`config.mk`:
```
export PLATFORM = sky130hd
export DESIGN_NAME = xz_input_conditioner
export DESIGN_NICKNAME = d
export VERILOG_FILES = /design/src/rtl/xz_input_conditioner_pkg.sv /design/src/rtl/xz_input_conditioner_debounce_chan.sv /design/src/rtl/xz_input_conditioner.sv
export SDC_FILE = /design/constraint.sdc
export NUM_CORES = 1
export LEC_CHECK = 0
export ABC_AREA = 1
export CAP_MARGIN = 15
export CORE_UTILIZATION = 57
export CTS_CLUSTER_DIAMETER = 120
export DETAILED_ROUTE_END_ITERATION = 7
export HOLD_SLACK_MARGIN = 0.08
export PLACE_DENSITY = 0.8
export SLEW_MARGIN = 25
export SYNTH_ARGS = -nofsm -noshare
export SYNTH_HDL_FRONTEND = slang
export SYNTH_SLANG_ARGS = --single-unit
```
`constraint.sdc`:
```
create_clock -name clk -period 2.8 [get_ports clk]
set_clock_uncertainty 0.05 [all_clocks]
set_input_delay 0.7 -clock clk [delete_from_list [all_inputs] [get_ports clk]]
set_output_delay 0.7 -clock clk [all_outputs]
set_load 0.005 [all_outputs]
```
`src/rtl/xz_input_conditioner_pkg.sv`:
```
// Shared encodings for the x/z input conditioner and the controller it feeds.
// Channel debounce states plus the {x,z} pair codes that line up with the
// controller's S0..S3.
package fsm_pkg;

   typedef enum logic {
      DB_IDLE = 1'b0,
      DB_QUAL = 1'b1
   } db_state_e;

   localparam logic [1:0] XZ_00 = 2'b00;
   localparam logic [1:0] XZ_01 = 2'b01;
   localparam logic [1:0] XZ_10 = 2'b10;
   localparam logic [1:0] XZ_11 = 2'b11;

endpackage

```
`src/rtl/xz_input_conditioner_debounce_chan.sv`:
```
// One debounce channel: a SYNC_STAGES-deep synchroniser followed by a
// two-state qualifier. The output only moves after STABLE_CYCLES consecutive
// sampled mismatches; any sample matching the current output abandons the
// attempt. upd is a combinational strobe that is high on the cycle whose
// closing edge loads a new output, so the parent can register a change pulse
// that lines up with the new output value.
module debounce_chan
   import fsm_pkg::*;
#(
   parameter int STABLE_CYCLES = 16,
   parameter int SYNC_STAGES   = 2
) (
   input  logic clk,
   input  logic rst,
   input  logic d_raw,
   output logic d_out,
   output logic qual,
   output logic upd
);

   localparam int              CW       = $clog2(STABLE_CYCLES + 1);
   localparam logic [CW-1:0]   CNT_LAST = CW'(STABLE_CYCLES - 1);

   logic [SYNC_STAGES-1:0] r_sync;
   logic                   w_s;
   db_state_e              r_state;
   logic [CW-1:0]          r_cnt;
   logic                   r_out;
   logic                   w_last;

   assign w_s = r_sync[SYNC_STAGES-1];

   // Synchroniser shift chain; the oldest flop is the clean sample.
   always_ff @(posedge clk) begin
      if (rst) r_sync <= '0;
      else     r_sync <= {r_sync[SYNC_STAGES-2:0], d_raw};
   end

   // Qualifier FSM: count consecutive mismatches, load the output on the last one.
   always_ff @(posedge clk) begin
      if (rst) begin
         r_state <= DB_IDLE;
         r_cnt   <= '0;
         r_out   <= 1'b0;
      end else begin
         case (r_state)
            DB_IDLE: begin
               if (w_s != r_out) begin
                  if (STABLE_CYCLES == 1) begin
                     r_out <= w_s;
                  end else begin
                     r_state <= DB_QUAL;
                     r_cnt   <= CW'(1);
                  end
               end else begin
                  r_cnt <= '0;
               end
            end
            DB_QUAL: begin
               if (w_s == r_out) begin
                  r_state <= DB_IDLE;
                  r_cnt   <= '0;
               end else if (r_cnt == CNT_LAST) begin
                  r_out   <= w_s;
                  r_cnt   <= '0;
                  r_state <= DB_IDLE;
               end else begin
                  r_cnt <= r_cnt + 1'b1;
               end
            end
            default: begin
               r_state <= DB_IDLE;
               r_cnt   <= '0;
            end
         endcase
      end
   end

   // Single-cycle qualification loads straight from IDLE; otherwise on the last QUAL count.
   assign w_last = (STABLE_CYCLES == 1) ? (r_state == DB_IDLE)
                                        : ((r_state == DB_QUAL) && (r_cnt == CNT_LAST));

   assign upd   = (w_s != r_out) && w_last;
   assign qual  = (r_state == DB_QUAL);
   assign d_out = r_out;

endmodule

```
`src/rtl/xz_input_conditioner.sv`:
```
// Conditions the raw x/z inputs for the 4-state Moore controller: each channel
// is synchronised and debounced independently, and a registered pulse marks
// the first cycle a new {x,z} pair is visible. Simultaneous updates on both
// channels produce a single pulse.
module xz_input_conditioner
   import fsm_pkg::*;
#(
   parameter int STABLE_CYCLES = 16,
   parameter int SYNC_STAGES   = 2
) (
   input  logic clk,
   input  logic rst,
   input  logic x_raw,
   input  logic z_raw,
   output logic x,
   output logic z,
   output logic xz_changed,
   output logic busy
);

   logic w_x_qual;
   logic w_z_qual;
   logic w_x_upd;
   logic w_z_upd;
   logic r_changed;

   debounce_chan #(
      .STABLE_CYCLES (STABLE_CYCLES),
      .SYNC_STAGES   (SYNC_STAGES)
   ) u_chan_x (
      .clk   (clk),
      .rst   (rst),
      .d_raw (x_raw),
      .d_out (x),
      .qual  (w_x_qual),
      .upd   (w_x_upd)
   );

   debounce_chan #(
      .STABLE_CYCLES (STABLE_CYCLES),
      .SYNC_STAGES   (SYNC_STAGES)
   ) u_chan_z (
      .clk   (clk),
      .rst   (rst),
      .d_raw (z_raw),
      .d_out (z),
      .qual  (w_z_qual),
      .upd   (w_z_upd)
   );

   // Change pulse is loaded on the same edge as the channel outputs, so it coincides with the new pair.
   always_ff @(posedge clk) begin
      if (rst) r_changed <= 1'b0;
      else     r_changed <= w_x_upd | w_z_upd;
   end

   assign xz_changed = r_changed;
   assign busy       = w_x_qual | w_z_qual;

endmodule
```
# Yosys cells after proc, flatten, opt, wreduce, memory -nomap -nowiden
# Cells that the tools add are included.
# word_totals
register_bits	19
inputBits	4
out_inout_bits	4
word_cells	45
# op_classes
addsub	2
n_eq_ne	6
mux	16
bitwise_logic	6
reduce_logical	6
# op_table
operator	n
$mux W5	4
$pmux W5 S2	2
$add A5 B1 Y5 const B	2
$eq A5 B4 Y1 const B	2
$mux W1	8
$reduce_and A3 Y1	2
$logic_and A1 B1 Y1	4
$not A1 Y1	4
$pmux W1 S2	2
$eq A1 B1 Y1	2
$ne A1 B1 Y1	2
$or A1 B1 Y1	2

# Logic depth before layout (Yosys ltp)
# Gate-level depths: netlist of run 1.
# logic_depth
depth_word	4
mapped_depth	9
depth_no_buf	9

# Modules after synthesis
# A second synthesis of run 1 with hierarchy kept.
# hier_totals
cells_unflattened	106
area_unflattened_um2	819.5
# by_module_without_submodules
module	n_inst	cells_each	area_per_inst_um2	seq_area_each_um2
debounce_chan	2	51	392.9	180.2
xz_input_conditioner	1	4	33.8	20.0

# Worst setup path after synthesis of run 1
# OpenSTA, ideal clock, no wires.
# synth_path
path_type	reg2reg
from	reg u_chan_z.r_cnt[0]
to	reg u_chan_z.r_state (netlist: u_chan_z.qual)
setup_ps	114
arrival_ps	1163
required_ps	2636
slack_ps	1473
stages_incl_launch_ff	10
path_buffers	0
period_less_slack_ps	1327
cell_sequence	dfxtp_1 -> ha_1 -> nand2_1 -> nor2_1 -> ha_1 -> nor2_2 -> nand2_2 -> nor2_4 -> inv_2 -> nand2_1
# synth_via
elab_chain_cells	4
# synth_rtl
item	line	rtl
start: declaration	xz_input_conditioner_debounce_chan.sv:27	logic [CW-1:0] r_cnt;
start signal: assignment	xz_input_conditioner_debounce_chan.sv:68	r_cnt <= r_cnt + 1'b1;
$eq A5 B4 Y1	xz_input_conditioner_debounce_chan.sv:63	end else if (r_cnt == CNT_LAST) begin
$mux W1	xz_input_conditioner_debounce_chan.sv:63	
$mux W1	xz_input_conditioner_debounce_chan.sv:60	if (w_s == r_out) begin
$pmux W1 S2	xz_input_conditioner_debounce_chan.sv:46	case (r_state)
end signal: assignment	xz_input_conditioner_debounce_chan.sv:52	r_state <= DB_QUAL;
end signal: assignment	xz_input_conditioner_debounce_chan.sv:61	r_state <= DB_IDLE;
end signal: assignment	xz_input_conditioner_debounce_chan.sv:66	r_state <= DB_IDLE;
end: declaration	xz_input_conditioner_debounce_chan.sv:26	db_state_e r_state;
# No other way between the ends.
# A chain may end at the register's enable or synchronous reset.

# Worst setup path in the final report of run 1
# layout_path
from	reg u_chan_x.r_state (netlist: u_chan_x.qual)
to	out busy
# layout_via
elab_chain_cells	1
# layout_rtl
item	line	rtl
start: declaration	xz_input_conditioner_debounce_chan.sv:26	
start signal: assignment	xz_input_conditioner_debounce_chan.sv:42	r_state <= DB_IDLE;
start signal: assignment	xz_input_conditioner_debounce_chan.sv:52	
start signal: assignment	xz_input_conditioner_debounce_chan.sv:61	
$or A1 B1 Y1	xz_input_conditioner.sv:58	assign busy = w_x_qual | w_z_qual;
end: declaration	xz_input_conditioner.sv:18	output logic busy
# No other way between the ends.

==> results of run 1 <==
-- logic make-up after synthesis --
| group | after synthesis |
|---|---|
| and+or+nand+nor | 45 |
| DFF | 19 |
| xor gates and xnor gates | 2 |
| buffers and inverters | 23 |
| AOI/OAI and AO/OA | 6 |
| adders and majority gates | 5 |
-- worst min-delay path, cell delays in order (launching register included) --
cell and delay, ns:
dfxtp_1 0.31, inv_1 0.04, nor2_1 0.03
-- cell usage after synthesis, drive strengths merged --
cell type	count	area [sq um]
dfxtp	19	380
xnor2	2	17.5
a211oi	1	7.51
buf	1	11.3
nand2	17	71.3
ha	5	62.6
a21oi	3	15.0
nand4	4	25.0
nor2	19	88.8
nand3	4	20.0
o21ai	2	10.0
inv	22	85.1
nand3b	1	7.51
-- sequential cells by signal (all words and copies together) (netlist names) --
signal           count
u_chan_z.r_sync      2
u_chan_x.qual        1
u_chan_z.qual        1
u_chan_z.d_out       1
u_chan_x.r_sync      2
u_chan_z.r_cnt       5
u_chan_x.d_out       1
xz_changed           1
u_chan_x.r_cnt       5
-- how the worst max path moves through the flow --
stage | endpoint | cells after the start | slack (ns)
final | busy | 3 | 0.77
after global routing | busy | 3 | 0.69
after CTS | busy | 3 | 0.76
after detailed placement | u_chan_z.qual | 6 | 0.94
after global placement | u_chan_z.qual | 6 | 0.96
after floorplan | u_chan_z.qual | 9 | 1.47
-- power groups by stage --
| stage | logic (mW) | clock network (mW) | registers (mW) |
|---|---|---|---|
| after floorplan | 0.0124 | 0 | 0.283 |
| after global placement | 0.0180 | 0 | 0.283 |
| after detailed placement | 0.0185 | 0 | 0.283 |
| after CTS | 0.0186 | 0.136 | 0.277 |
| after global routing | 0.0212 | 0.151 | 0.277 |
| final | 0.0183 | 0.136 | 0.277 |
-- metal layers --
layer | up-vias | GRT usage | wire length [um]
met1 | 261 | 0.234 | 588
met5 | - | 0 | 0
met4 | 0 | 0.129 | 36
met3 | 5 | 0.0511 | 28
li1 | 323 | - | -
met2 | 8 | 0.287 | 521
-- cell type report --
| type | count | share of cell area |
|---|---|---|
| tap | 15 | 0.0207 |
| multi-input combinational | 58 | 0.359 |
| clock buffer | 4 | 0.0290 |
| inverter | 22 | 0.0939 |
| timing repair buffer | 7 | 0.0773 |
| sequential | 19 | 0.420 |
==> flow_metrics.tcl, run 1 <==
set metrics [dict create \
    whs_endpoint "u_chan_z.r_sync[1]" \
    clockPowerShare 0.315 \
    cp-end-kind "output pin" \
    tns_ns 0 \
    clockBufferDepth 2 \
    port_buffers 7 \
    ys_types 18 \
    p_int_mw 0.339 \
    synth_fa_ha_area_frac 0.0780 \
    clkSinkCount 19 \
    leakagePower_nw 0.392 \
    synth_xor_area_frac 0.0218 \
    fmax_ghz 0.492 \
    drv_cap 0 \
    place_inst 121 \
    synthMuxAreaShare 0 \
    cp_slowest_cell "clkdlybuf4s50_1" \
    r2r-start "u_chan_z.r_cnt[0]" \
    synth-compound-area-share 0.0406 \
    cp_cell_sequence "inv_1 > nand2_1 > clkdlybuf4s50_1" \
    ant_nets 0 \
    synth_warnings 0 \
    via_per_inst 4.78 \
    syn_to_final_growth_pct 12.9 \
    htreeDepth 1 \
    setup_viol 0 \
    hold_ws_ns 0.362 \
    cts_inserted_buffers 3 \
    hold_path_depth 2 \
    finalMaxSlewViolations 0 \
    p_per_area_nw_per_um2 476 \
    clkTransAtPathRegs_ns 0.10 \
    cp_top_family "buffers and inverters" \
    final_cells 125 \
    tightestPinTransition_ns 0.312 \
    die_w_um 39.5 \
    drtIter0Drc 7 \
    design.die.area_sq_um 1560 \
    power.total_mw 0.431 \
    cp_max_fo 3 \
    track_usage 0.191 \
    p_comb_frac 0.043 \
    fin_area_sq_um 906 \
    dpl.hpwl_um 926 \
    dpl-instance-area_sq_um 880 \
    syn_inst 100 \
    grt_pass1_wl_um 1900 \
    fin_nets 120 \
    gp_congestion 0.770 \
    critPathKind "reg -> out" \
    insertion_delay_ns 0.30 \
    fin_crit_ns 2.03 \
    fin_crit_sh 0.726 \
    reg2reg_slack_ns 1.30 \
    cts_tree "yes" \
    diodes 0 \
    hold_path_class "reg -> reg" \
    vias 597 \
    routedWlPerCell_um 9.39 \
    rows 13 \
    dp_worst_setup_slack_ns 0.935 \
    hp-start "u_chan_z.r_sync[0]" \
    fin_ws_ns 0.768 \
    grt_max_degree 11 \
    antenna_found_initial 0 \
    layout_common_cells "inv_1 (19), dfxtp_1 (19), nand2_1 (14), nor2_1 (14), clkdlybuf4s50_1 (7)" \
    yosys.area_share.simple 0.265 \
    post_cts_buffers 0 \
    grt_overflow 0 \
    path_buf_inv 2 \
    routed_wl_um 1170 \
    initial_core_util 0.616 \
    synth_area_sq_um 802 \
    ys_seq_area_frac 0.474 \
    post_synth.cell_area_avg_sq_um 8.02 \
    arrival_ns 1.28 \
    power.share.switching 0.215 \
    root_buffer "clkbuf_4" \
    die_y_um 39.5 \
    grt_pass1_vias 496 \
    drive_above_1_share 0.127 \
    start_kind "flip-flop" \
    switchingPower_mw 0.0925 \
    status "completed" \
    synth.net_count 109 \
    crit_start "u_chan_x.qual" \
    firstDrtPassIters 4 \
    drc 0 \
    reg2reg_to "u_chan_z.r_cnt[0]" \
    rsz0062_at_grt "false" \
    reg2reg_depth 7 \
    cts_resized 0 \
    utilization 0.696 \
    multi_input_area_sq_um 325 \
    coreArea_sq_um 1300 \
    hold_viol_final 0 \
    hold_buffers 0 \
    ys_ff_latch 19 \
    regArea_sq_um 380 \
    seqPwrFrac 0.642 \
    slowest_delay_ns 0.50 \
    synth_top_family_by_area "simple AND/OR/NAND/NOR gates" \
    relSlewSlack 0.791 \
    cp_data_required_time_ns 2.05 \
    irDropWorstVdd_mv 0.362 \
    io_pins 8 \
    nFillCells 120 \
]
(Power assumes the default switching activity.)
==> inputs of run 2 (changes only) <==
- CORE_UTILIZATION: 57 -> 48
- PLACE_DENSITY: 0.8 -> 0.72
- clock period: 2.8 -> 1.8 ns (I/O delays scaled with it)
==> run 2 against run 1 <==
  * Clock power rose by 58%
  * Non-clock buffer count rose by 3
  * Largest cell class unchanged
  * Largest power group unchanged
  * Highest routed layer unchanged
  * Final cell count rose by 3.2%
  * Clock-buffer cell count fell by 1
  * First-iteration DRC count rose by 130%
  * Sequential cell count did not move
==> flow_metrics.tcl, run 2 (synthesis results as in run 1) <==
set metrics [dict create \
    firstDrtPassIters 5 \
    path_buf_inv 1 \
    tightestPinTransition_ns 0.189 \
    routed_wl_um 1280 \
    diodes 0 \
    root_buffer "clkbuf_4" \
    layout_commonest_cell "inv_1" \
    fin_ws_ns 0.102 \
    track_usage 0.165 \
    clkTransAtPathRegs_ns 0.11 \
    finalMaxSlewViolations 0 \
    initial_core_util 0.520 \
    place_inst 123 \
    cts_tree "yes" \
    clkSinkCount 19 \
    final_cells 129 \
    cp_max_fo 4 \
    cp_cell_sequence "clkdlybuf4s50_1" \
    cp_top_family "buffers and inverters" \
    dpl.hpwl_um 943 \
    design.die.area_sq_um 1840 \
    irDropWorstVdd_mv 0.489 \
    fin_area_sq_um 936 \
    die_w_um 42.9 \
    r2r-start "u_chan_z.r_cnt[0]" \
    fmax_ghz 0.589 \
    drive_above_1_share 0.177 \
    htreeDepth 1 \
    antenna_found_initial 0 \
    utilization 0.607 \
    dp_worst_setup_slack_ns 0.315 \
    hold_viol_final 0 \
    arrival_ns 1.20 \
    relSlewSlack 0.873 \
    status "completed" \
    fin_crit_sh 0.943 \
    critPathKind "reg -> out" \
    cp-end-kind "output pin" \
    via_per_inst 4.71 \
    cp_data_required_time_ns 1.30 \
    p_per_area_nw_per_um2 725 \
    start_kind "flip-flop" \
    tns_ns 0 \
    drc 0 \
    grt_pass1_wl_um 2260 \
    fin_nets 123 \
    drv_cap 0 \
    coreArea_sq_um 1540 \
    gp_congestion 0.790 \
    hold_path_class "reg -> reg" \
    insertion_delay_ns 0.30 \
    rsz0062_at_grt "false" \
    drtIter0Drc 16 \
    port_buffers 7 \
    hp-start "u_chan_x.r_sync[0]" \
    crit_start "u_chan_x.d_out" \
    routedWlPerCell_um 9.91 \
    fin_crit_ns 1.70 \
    grt_pass1_vias 588 \
    grt_overflow 0 \
    vias 607 \
    setup_viol 0 \
    top_regs "u_chan_x.r_cnt x5, u_chan_z.r_cnt x5" \
    io_pins 8 \
    ant_nets 0 \
    cp_slowest_cell "clkdlybuf4s50_1" \
    clockBufferDepth 2 \
    dpl-instance-area_sq_um 888 \
    layout_common_cells "inv_1 (19), dfxtp_1 (17), nand2_1 (14), nor2_1 (14), clkdlybuf4s50_1 (6)" \
    cts_inserted_buffers 3 \
    slowest_delay_ns 0.51 \
    syn_to_final_growth_pct 16.7 \
    hold_buffers 0 \
    grt_max_degree 12 \
    die_y_um 42.9 \
    leakagePower_nw 0.428 \
    rows 14 \
]
==> run 2: changes by cell type in the layout (fill, tap and decap cells not counted), sizes merged <==
cell	before	now
dlymetal6s2s	0	1
clkinv	0	1
buf	0	3
clkbuf	4	3
clkdlybuf4s50	7	6
==> run 2: metrics by stage <==
step	power (mW)	hold slack [ns]
6_report	0.678	0.363
5_1_grt	0.706	0.404
3_3_place_gp	0.470	0.343
4_1_cts	0.682	0.363
2_1_floorplan	0.459	0.338
3_5_place_dp	0.471	0.346
==> run 2: repair_timing <==
action,in CTS,in global routing
gates resized for setup,1,2
setup buffers,0,2
endpoints found under the setup margin,1,1
pin swaps,0,0
==> run 2: final cells by class <==
cell class              count  area (sq um)
multi-input cells          58           325
inverters                  22          85.1
clock inverters             1          5.00
well taps                  16          20.0
repair buffers             10          95.1
flip-flops and latches     19           383
clock buffers               3          22.5
fillers                   149           606
==> run 2: path summary, 6_finish.rpt <==
| kind | end | slack, ns | cells after the start |
|---|---|---|---|
| setup / recovery | x | 0.10 | 1 |
| hold / removal | u_chan_x.r_sync[1] | 0.36 | 2 |
| setup reg to reg | xz_changed | 0.32 | 7 |
| hold reg to reg | u_chan_x.r_sync[1] | 0.36 | 2 |
==> run 2: power breakdown <==
group / internal (mW) / total [mW] / switching (mW) / leakage, nW
clock: 0.0829 / 0.215 / 0.132 / 0.0177
sequential: 0.427 / 0.431 / 0.00399 / 0.155
combinational: 0.0159 / 0.0322 / 0.0163 / 0.255
total: 0.526 / 0.678 / 0.152 / 0.428
==> run 2: per-layer routing <==
layer  part of all wire  global-route usage  vias to the layer above  routed length [um]
li1                   -                   -                      329                   -
met1               0.48               0.202                      256                 615
met2               0.46               0.264                       17                 590
met3              0.035              0.0383                        5                  45
met4              0.022              0.0938                        0                  28
met5                  0                   0                        -                   0
